==> config.mk <==
export PLATFORM = sky130hd
export DESIGN_NAME = iod_rd_train_ctrl
export DESIGN_NICKNAME = d
export VERILOG_FILES = /design/src/rtl/iod_rd_train_ctrl.sv
export SDC_FILE = /design/constraint.sdc
export NUM_CORES = 1
export LEC_CHECK = 0
export ABC_AREA = 1
export BUFFER_PORTS_ARGS = -buffer_cell sky130_fd_sc_hd__buf_2
export CORE_MARGIN = 8
export CORE_UTILIZATION = 45
export CTS_CLUSTER_DIAMETER = 120
export CTS_CLUSTER_SIZE = 8
export DETAILED_ROUTE_END_ITERATION = 6
export PLACE_DENSITY = 0.63
export SLEW_MARGIN = 20
export SYNTH_ARGS = -nofsm -noshare
export SYNTH_HDL_FRONTEND = slang
export SYNTH_SLANG_ARGS = --single-unit
==> constraint.sdc <==
create_clock -name FAB_CLK -period 4.8 [get_ports FAB_CLK]
set_input_delay 0.72 -clock FAB_CLK [delete_from_list [all_inputs] [get_ports FAB_CLK]]
set_output_delay 0.72 -clock FAB_CLK [all_outputs]
set_load 0.005 [all_outputs]
==> src/rtl/iod_rd_train_ctrl.sv <==
// Read-training sequencer for one DDR3 byte lane: sweeps the IOD delay line,
// finds the longest passing eye window and centres on it. Optional: IOD_RD_TRAIN_RETRY_EN.
module iod_rd_train_ctrl #(
  parameter int unsigned TAP_MAX       = 127,
  parameter int unsigned SETTLE_CYCLES = 8,
  parameter int unsigned SAMPLE_CYCLES = 16
) (
  input  logic       FAB_CLK,
  input  logic       ARST_N,
  input  logic       START,
  output logic       BUSY,
  output logic       DONE,
  output logic       FAIL,
  output logic [7:0] TAP_OUT,
  output logic [7:0] WIN_START,
  output logic [7:0] WIN_LEN,
  output logic       DELAY_LINE_LOAD,
  output logic       DELAY_LINE_MOVE,
  output logic       DELAY_LINE_DIRECTION,
  input  logic       DELAY_LINE_OUT_OF_RANGE,
  output logic       EYE_MONITOR_CLEAR_FLAGS,
  input  logic       EYE_MONITOR_EARLY,
  input  logic       EYE_MONITOR_LATE
);

  typedef enum logic [3:0] {
    S_IDLE, S_LOAD, S_CLEAR, S_SETTLE, S_SAMPLE, S_EVAL, S_STEP, S_CENTER, S_FIN
  } state_t;

  state_t     state_q;
  logic       busy_q, done_q, fail_q, load_q, move_q, dir_q, clear_q, bad_q;
  logic [7:0] tap_out_q, win_start_q, win_len_q;
  logic [7:0] tap_q, cnt_q, cur_start_q, cur_len_q, best_start_q, best_len_q;
  logic [7:0] cur_start_d, cur_len_d, target;
  logic       best_upd;
`ifdef IOD_RD_TRAIN_RETRY_EN
  logic       retry_q;
`endif

  always_comb begin
    cur_start_d = cur_start_q;
    cur_len_d   = cur_len_q;
    if (!bad_q) begin
      if (cur_len_q == '0) cur_start_d = tap_q;
      if (cur_len_q != '1) cur_len_d = cur_len_q + 8'd1;
    end else begin
      cur_len_d = '0;
    end
    best_upd = (cur_len_d > best_len_q);
    // 8-bit modular sum equals the 9-bit sum truncated to 8 bits
    target   = best_start_q + ((best_len_q - 8'd1) >> 1);
  end

  always_ff @(posedge FAB_CLK or negedge ARST_N) begin
    if (!ARST_N) begin
      state_q      <= S_IDLE;
      busy_q       <= 1'b0;
      done_q       <= 1'b0;
      fail_q       <= 1'b0;
      load_q       <= 1'b0;
      move_q       <= 1'b0;
      dir_q        <= 1'b1;
      clear_q      <= 1'b0;
      bad_q        <= 1'b0;
      tap_out_q    <= '0;
      win_start_q  <= '0;
      win_len_q    <= '0;
      tap_q        <= '0;
      cnt_q        <= '0;
      cur_start_q  <= '0;
      cur_len_q    <= '0;
      best_start_q <= '0;
      best_len_q   <= '0;
`ifdef IOD_RD_TRAIN_RETRY_EN
      retry_q      <= 1'b0;
`endif
    end else begin
      done_q  <= 1'b0;
      load_q  <= 1'b0;
      move_q  <= 1'b0;
      clear_q <= 1'b0;
      case (state_q)
        S_IDLE: if (START) begin
          busy_q       <= 1'b1;
          fail_q       <= 1'b0;
          win_start_q  <= '0;
          win_len_q    <= '0;
          tap_q        <= '0;
          cur_start_q  <= '0;
          cur_len_q    <= '0;
          best_start_q <= '0;
          best_len_q   <= '0;
          dir_q        <= 1'b1;
          load_q       <= 1'b1;
`ifdef IOD_RD_TRAIN_RETRY_EN
          retry_q      <= 1'b0;
`endif
          state_q      <= S_LOAD;
        end
        S_LOAD: begin
          tap_q   <= '0;
          clear_q <= 1'b1;
          state_q <= S_CLEAR;
        end
        S_CLEAR: begin
          cnt_q   <= '0;
          state_q <= S_SETTLE;
        end
        S_SETTLE: begin
          if (cnt_q == 8'(SETTLE_CYCLES - 1)) begin
            cnt_q   <= '0;
            bad_q   <= 1'b0;
            state_q <= S_SAMPLE;
          end else begin
            cnt_q <= cnt_q + 8'd1;
          end
        end
        S_SAMPLE: begin
          bad_q <= bad_q | EYE_MONITOR_EARLY | EYE_MONITOR_LATE;
          if (cnt_q == 8'(SAMPLE_CYCLES - 1)) state_q <= S_EVAL;
          else cnt_q <= cnt_q + 8'd1;
        end
        S_EVAL: begin
          cur_start_q <= cur_start_d;
          cur_len_q   <= cur_len_d;
          if (best_upd) begin
            best_start_q <= cur_start_d;
            best_len_q   <= cur_len_d;
          end
          if (tap_q == 8'(TAP_MAX) || DELAY_LINE_OUT_OF_RANGE) begin
            dir_q   <= 1'b0;
            state_q <= S_CENTER;
          end else begin
            move_q  <= 1'b1;
            state_q <= S_STEP;
          end
        end
        S_STEP: begin
          tap_q   <= tap_q + 8'd1;
          clear_q <= 1'b1;
          state_q <= S_CLEAR;
        end
        S_CENTER: begin
          if (best_len_q == '0) begin
`ifdef IOD_RD_TRAIN_RETRY_EN
            if (!retry_q) begin
              retry_q     <= 1'b1;
              cur_start_q <= '0;
              cur_len_q   <= '0;
              dir_q       <= 1'b1;
              load_q      <= 1'b1;
              state_q     <= S_LOAD;
            end else begin
              fail_q      <= 1'b1;
              done_q      <= 1'b1;
              busy_q      <= 1'b0;
              tap_out_q   <= tap_q;
              win_start_q <= best_start_q;
              win_len_q   <= best_len_q;
              state_q     <= S_FIN;
            end
`else
            fail_q      <= 1'b1;
            done_q      <= 1'b1;
            busy_q      <= 1'b0;
            tap_out_q   <= tap_q;
            win_start_q <= best_start_q;
            win_len_q   <= best_len_q;
            state_q     <= S_FIN;
`endif
          end else if (move_q) begin
            // idle gap after each backward pulse
          end else if (tap_q > target) begin
            move_q <= 1'b1;
            tap_q  <= tap_q - 8'd1;
          end else begin
            done_q      <= 1'b1;
            busy_q      <= 1'b0;
            tap_out_q   <= tap_q;
            win_start_q <= best_start_q;
            win_len_q   <= best_len_q;
            state_q     <= S_FIN;
          end
        end
        S_FIN: begin
          dir_q   <= 1'b1;
          state_q <= S_IDLE;
        end
        default: state_q <= S_IDLE;
      endcase
    end
  end

  assign BUSY                    = busy_q;
  assign DONE                    = done_q;
  assign FAIL                    = fail_q;
  assign TAP_OUT                 = tap_out_q;
  assign WIN_START               = win_start_q;
  assign WIN_LEN                 = win_len_q;
  assign DELAY_LINE_LOAD         = load_q;
  assign DELAY_LINE_MOVE         = move_q;
  assign DELAY_LINE_DIRECTION    = dir_q;
  assign EYE_MONITOR_CLEAR_FLAGS = clear_q;

endmodule

# == After elaboration in Yosys (flattened, before gate mapping) ==
# Index checks and enable logic that the tools add are counted.
# op_classes
add_sub_neg,6
n_mul,0
div,0
order_cmp,2
eq_ne,26
shift,0
n_mux,61
bitwise_logic,2
reduce_logical,21
# ops
op,count
$mux W8,21
$pmux W8 S2,6
$pmux W8 S4,1
$pmux W4 S7,1
$add A8 B1 Y8 const B,3
$mux W4,6
$pmux W8 S3,1
$ne A2 B2 Y1 const B,11
$mux W1,20
$eq A4 B3 Y1 const B,4
$gt A8 B8 Y1,2
$logic_not A8 Y1,2
$sub A8 B1 Y8 const B,2
$reduce_and A3 Y1,4
$reduce_and A5 Y1,2
$add A8 B7 Y8,1
$eq A4 B2 Y1 const B,2
$eq A8 B3 Y1 const B,1
$eq A8 B4 Y1 const B,1
$eq A8 B7 Y1 const B,1
$ne A8 B8 Y1 const B,1
$pmux W1 S2,4
$ne A3 B3 Y1 const B,2
$reduce_and A2 Y1,3
other kinds (12),16
# word_totals
ff_bits,84
latchBits,0
ramBits,0
mem_bits_ro,0
input_bits,6
output_inout_bits,31
wordCells,136
n_memories,0

# == Longest topological paths before layout ==
# depth
depth_word,7
depth_mapped,23
ltp_nobuf,22

# == Worst setup path before layout ==
# No wires, ideal clock.
# synth_path
path_kind,register to register
startpoint,register best_len_q[0]
endpoint,register tap_q[1]
setup_ns,0.117
arrival_time_ns,2.984
required_time_ns,4.683
path_slack_ns,1.699
stages_incl_launch_ff,22
n_path_buf,0
period_less_slack_ns,3.101
path_cell_list,dfrtp_1 > inv_1 > ha_1 > nand3_1 > xor2_1 > ha_1 > a21oi_1 > nand2_1 > nand2_1 > nand2_1 > a21oi_1 > xor2_1 > ha_1 > nand2_1 > nor2_1 > nand2_1 > nand2_1 > nand2_1 > o21ai_2 > nand2_4 > nand2_1 > nand2_1
# synth_via
elab_chain_cells,5
word_cells_on_any_way,7
cone_classes,2 x add/sub; 1 x order compare; 2 x eq/ne; 2 x reduce/logical
# synth_rtl
item,line_no,source
from (decl),33,"logic [7:0] tap_q, cnt_q, cur_start_q, cur_len_q, best_start_q, best_len_q;"
from (signal assigned),128,best_len_q <= cur_len_d;
$sub A8 B1 Y8,51,target = best_start_q + ((best_len_q - 8'd1) >> 1);
$add A8 B7 Y8,51,
$gt A8 B8 Y1,173,end else if (tap_q > target) begin
$ne A2 B2 Y1 (no source line),n/a,
$reduce_and A5 Y1 (no source line) (*),n/a,
to (signal assigned),139,tap_q <= tap_q + 8'd1;
to (signal assigned),175,tap_q <= tap_q - 8'd1;
to (decl),33,
# Every way passes the cells marked *; elsewhere a longest branch is shown, timed or not.
# A chain may end at the register's enable or synchronous reset.

# == Worst setup path in the final report ==
# layout_path
startpoint,register best_len_q[0]
endpoint,"register tap_out_q[2], in the netlist TAP_OUT[2]"
# layout_via
elab_chain_cells,5
word_cells_on_any_way,8
cone_classes,2 x add/sub; 1 x order compare; 2 x eq/ne; 1 x mux; 2 x reduce/logical
# layout_rtl
item,line_no,source
$sub A8 B1 Y8,51,
$add A8 B7 Y8,51,
$gt A8 B8 Y1,173,
$ne A2 B2 Y1 (no source line),n/a,
$reduce_and A3 Y1 (no source line),n/a,
to (signal assigned),166,tap_out_q <= tap_q;
to (signal assigned),179,tap_out_q <= tap_q;
to (decl),32,"logic [7:0] tap_out_q, win_start_q, win_len_q;"
# Parallel ways exist; a longest one is shown, timed or not.

==> run metrics <==
# setup viols final=0; total negative slack=0 ns; core area=11,400 um^2; worst hold slack=0.250 ns; WL/cell=14.9 um; count of buffers from port buffering=36; Largest delay share family, worst path=simple AND/OR/NAND/NOR gates; Post-synth EDFFs=0; Final min period=3.66 ns; Slew Viols, Final=0; TritonCTS clock tree=built; Initial Util=45.9%; Resize count post-CTS=0; CP most frequent cell=nand2_1; clock tree sinks=84; ANT nets after route=0; top cell type's share of synthesized area=39.8%; Max-cap violations=0; CP endpoint kind=flop; synthesized cell area=approximately 5200 um^2; measured slew at the worst slew-check pin=0.801 ns; die extent in x=124 um; CP Class=reg -> reg; hold buffers post-CTS=0; Worst Path Max Fanout=10; clk_lat worst skew=0.34 ns; initial antenna violation count=0; post-synthesis cell type count=44; HP Class=in -> async; HPWL Detailed=9220 um; Syn Inst Count=between 600 and 700; Syn. warnings=0; RR Endpoint=TAP_OUT[2]$_DFFE_PN0P_; Crit Reg-Reg Startpoint=best_len_q[0]$_DFFE_PN0P_; largest net degree at the start of global routing=65; top area cells in the synthesized netlist=dfrtp_1 40%, nand2_1 11%, ha_1 8.4%; CTS root buf=clkbuf_16; pre-CTS setup slack=1.24 ns; I/O pins=37; diodes inserted=0; clk_skew=0.00982 ns; Top FF cell, synth=dfrtp_1; Total Routing Usage GR=between 15 and 20%; WP data required=5.07 ns; CP startpoint kind=flop; Post-Syn Nets=699; PnR worst setup slack=1.14 ns; initial drt markers=roughly 280; clock tree buffer depth=2; Critical Path, Cell by Cell=inv_1, ha_1, nand3_1, xor2_1, ha_1, a21oi_1, nand2_1, nand2_1, nand2_1, a21oi_1, xor2_1, ha_1, nand2_1, nor2_1, nand2_1, nand2_1, nand3_2, nand2_2, clkinv_1, nand2_2, nand2_1, nand2_1; Die Y-Extent=124 um; RSZ-0062 raised after global routing=no; reg-to-reg slack, setup=1.14 ns; Register-to-Register Path Depth=22; Critical Path Max Stage Delay=roughly 0.38 ns; crit path buf inv count=2; cell taking the most area after synthesis=dfrtp_1; leakage power=3.06 nW; fill count=1,118; Max VDD drop=roughly 0.27 mV; status=completed; Avg Cell Area, Syn=around 8 um^2; vias=roughly 4.5k; Die ar.=15,300 um^2; TritonCTS Buffers=9; first-pass GRT wire length=21,000 um; share of layout cells above drive strength 1=13.4%; Residual DRC=0; P&R area growth vs syn=11.1%; post-synthesis register bit count=84; Final nets=~740; drt total wl=around 13,000 um; setup bufs post-CTS=0; via/cell ratio=5.31; final clock period utilization by the worst path=76.2%; sequential area share after synthesis=between 40% and 50%; first-pass iteration count of the detailed router=5; CTS HTree Levels=3; vias in the first global route=approximately 4.4k; RePlAce Congestion=around 0.87; fmax=roughly 0.27 GHz; Rel. slew slack=46.6%; final core occ=between 50 and 60%; fraction of registers with async set/reset=100%; Worst Path Arrival=3.93 ns; total power=0.00244 W; Row Count=39; clock-pin slew on the worst setup and hold paths=0.06 ns; Worst path slowest cell=dfrtp_1; Power Density=420 nW/um^2; Final Hold Viols=0; remaining global-route overflow=0
how the worst max path moves through the flow:
| stage | cells past startpoint | start | endpoint |
|---|---|---|---|
| after detailed placement | 22 | best_len_q[0]$_DFFE_PN0P_ | TAP_OUT[2]$_DFFE_PN0P_ |
| after global routing | 22 | best_len_q[0]$_DFFE_PN0P_ | TAP_OUT[5]$_DFFE_PN0P_ |
| final | 22 | best_len_q[0]$_DFFE_PN0P_ | TAP_OUT[2]$_DFFE_PN0P_ |
| after floorplan | 21 | best_len_q[0]$_DFFE_PN0P_ | tap_q[1]$_DFFE_PN0P_ |
| after CTS | 22 | best_len_q[0]$_DFFE_PN0P_ | TAP_OUT[2]$_DFFE_PN0P_ |
| after global placement | 21 | best_len_q[0]$_DFFE_PN0P_ | BUSY$_DFFE_PN0P_ |
layout by cell type, fill, tap and decap left out, types with 2 or more instances in the layout:
cell       count
o21a_1         2
dfrtp_1       83
o22ai_1        3
nand2_1      153
buf_2         35
nand4_1       14
o21ai_1        5
nor2_2         3
nor2_1        55
nand2_2        5
clkbuf_16      9
nor3_2         2
o21bai_1       4
or2_2          2
buf_4          4
nor4_1         2
nor2_4         3
ha_1          35
o211ai_1       3
xor2_1        15
inv_1         65
clkbuf_8       2
inv_2          9
o21ai_0       45
xnor2_1        7
nand3_2        2
fa_1           2
nand2_4        6
nor3_1         8
o21ai_2        3
nand3_1       75
a21oi_1       20
power breakdown:
part	internal, W	switching [W]	total, W
registers	0.000809	0.000105	0.000914
logic	0.000263	0.000566	0.000829
clock network	0.000425	0.000270	0.000695
worst register-to-register path, cell delays in order (launching register included):
cell and delay [ns]:
dfrtp_1 0.38, inv_1 0.17, ha_1 0.24, nand3_1 0.11, xor2_1 0.22, ha_1 0.34
a21oi_1 0.20, nand2_1 0.09, nand2_1 0.09, nand2_1 0.06, a21oi_1 0.15, xor2_1 0.11
ha_1 0.28, nand2_1 0.06, nor2_1 0.13, nand2_1 0.07, nand2_1 0.10, nand3_2 0.08
nand2_2 0.10, clkinv_1 0.22, nand2_2 0.24, nand2_1 0.07, nand2_1 0.08
flip-flops by register name, summed over array words and instances (netlist names), 4 cells and up:
name,flops
cur_len_q,8
best_len_q,8
WIN_START,8
cur_start_q,8
best_start_q,8
WIN_LEN,8
TAP_OUT,8
state_q,4
cnt_q,8
tap_q,8
kinds of logic (layout without fill, tap and decap cells):
family,Yosys count,count (layout),synth area share (%)
adder cells (fa/ha/maj),37,37,9.15
AND/OR/NAND/NOR,333,333,29.6
flip-flops,84,84,40.3
AO/OA/AOI/OAI,90,90,9.63
buffers and inverters,89,129,7.33
XOR/XNOR,23,23,4.00
cell type report:
cell class	instances	area, um^2	share of cell area [%]
multi-input cells	483	2740	47.2
flip-flops and latches	84	2100	36.2
inverters	76	288	4.96
clock buffers	12	256	4.42
repair buffers	39	205	3.54
well taps	143	179	3.08
clock inverters	2	35.0	0.604
metal layers:
metal | up-vias | GRT usage, % | part of all wire (%)
li1 | 2235 | - | -
met1 | 2097 | 22.4 | 46
met2 | 107 | 27.9 | 47
met3 | 14 | 4.58 | 5.3
met4 | 0 | 4.89 | 1.4
met5 | - | 0 | 0
metrics by stage:
stage,cells,instance area (um^2)
after CTS,839,5800
after detailed placement,825,5510
final,839,5800
after floorplan,656,5220
after global placement,825,5510
after global routing,839,5800
cell usage after synthesis, drive strengths merged (4+ instances only):
cell,n
a21oi,20
buf,11
dfrtp,83
ha,35
inv,75
nand2,164
nand3,77
nand4,15
nor2,62
nor3,10
o21ai,53
o21bai,4
xnor2,7
xor2,16
No activity file was read; power rests on OpenSTA's default activity.
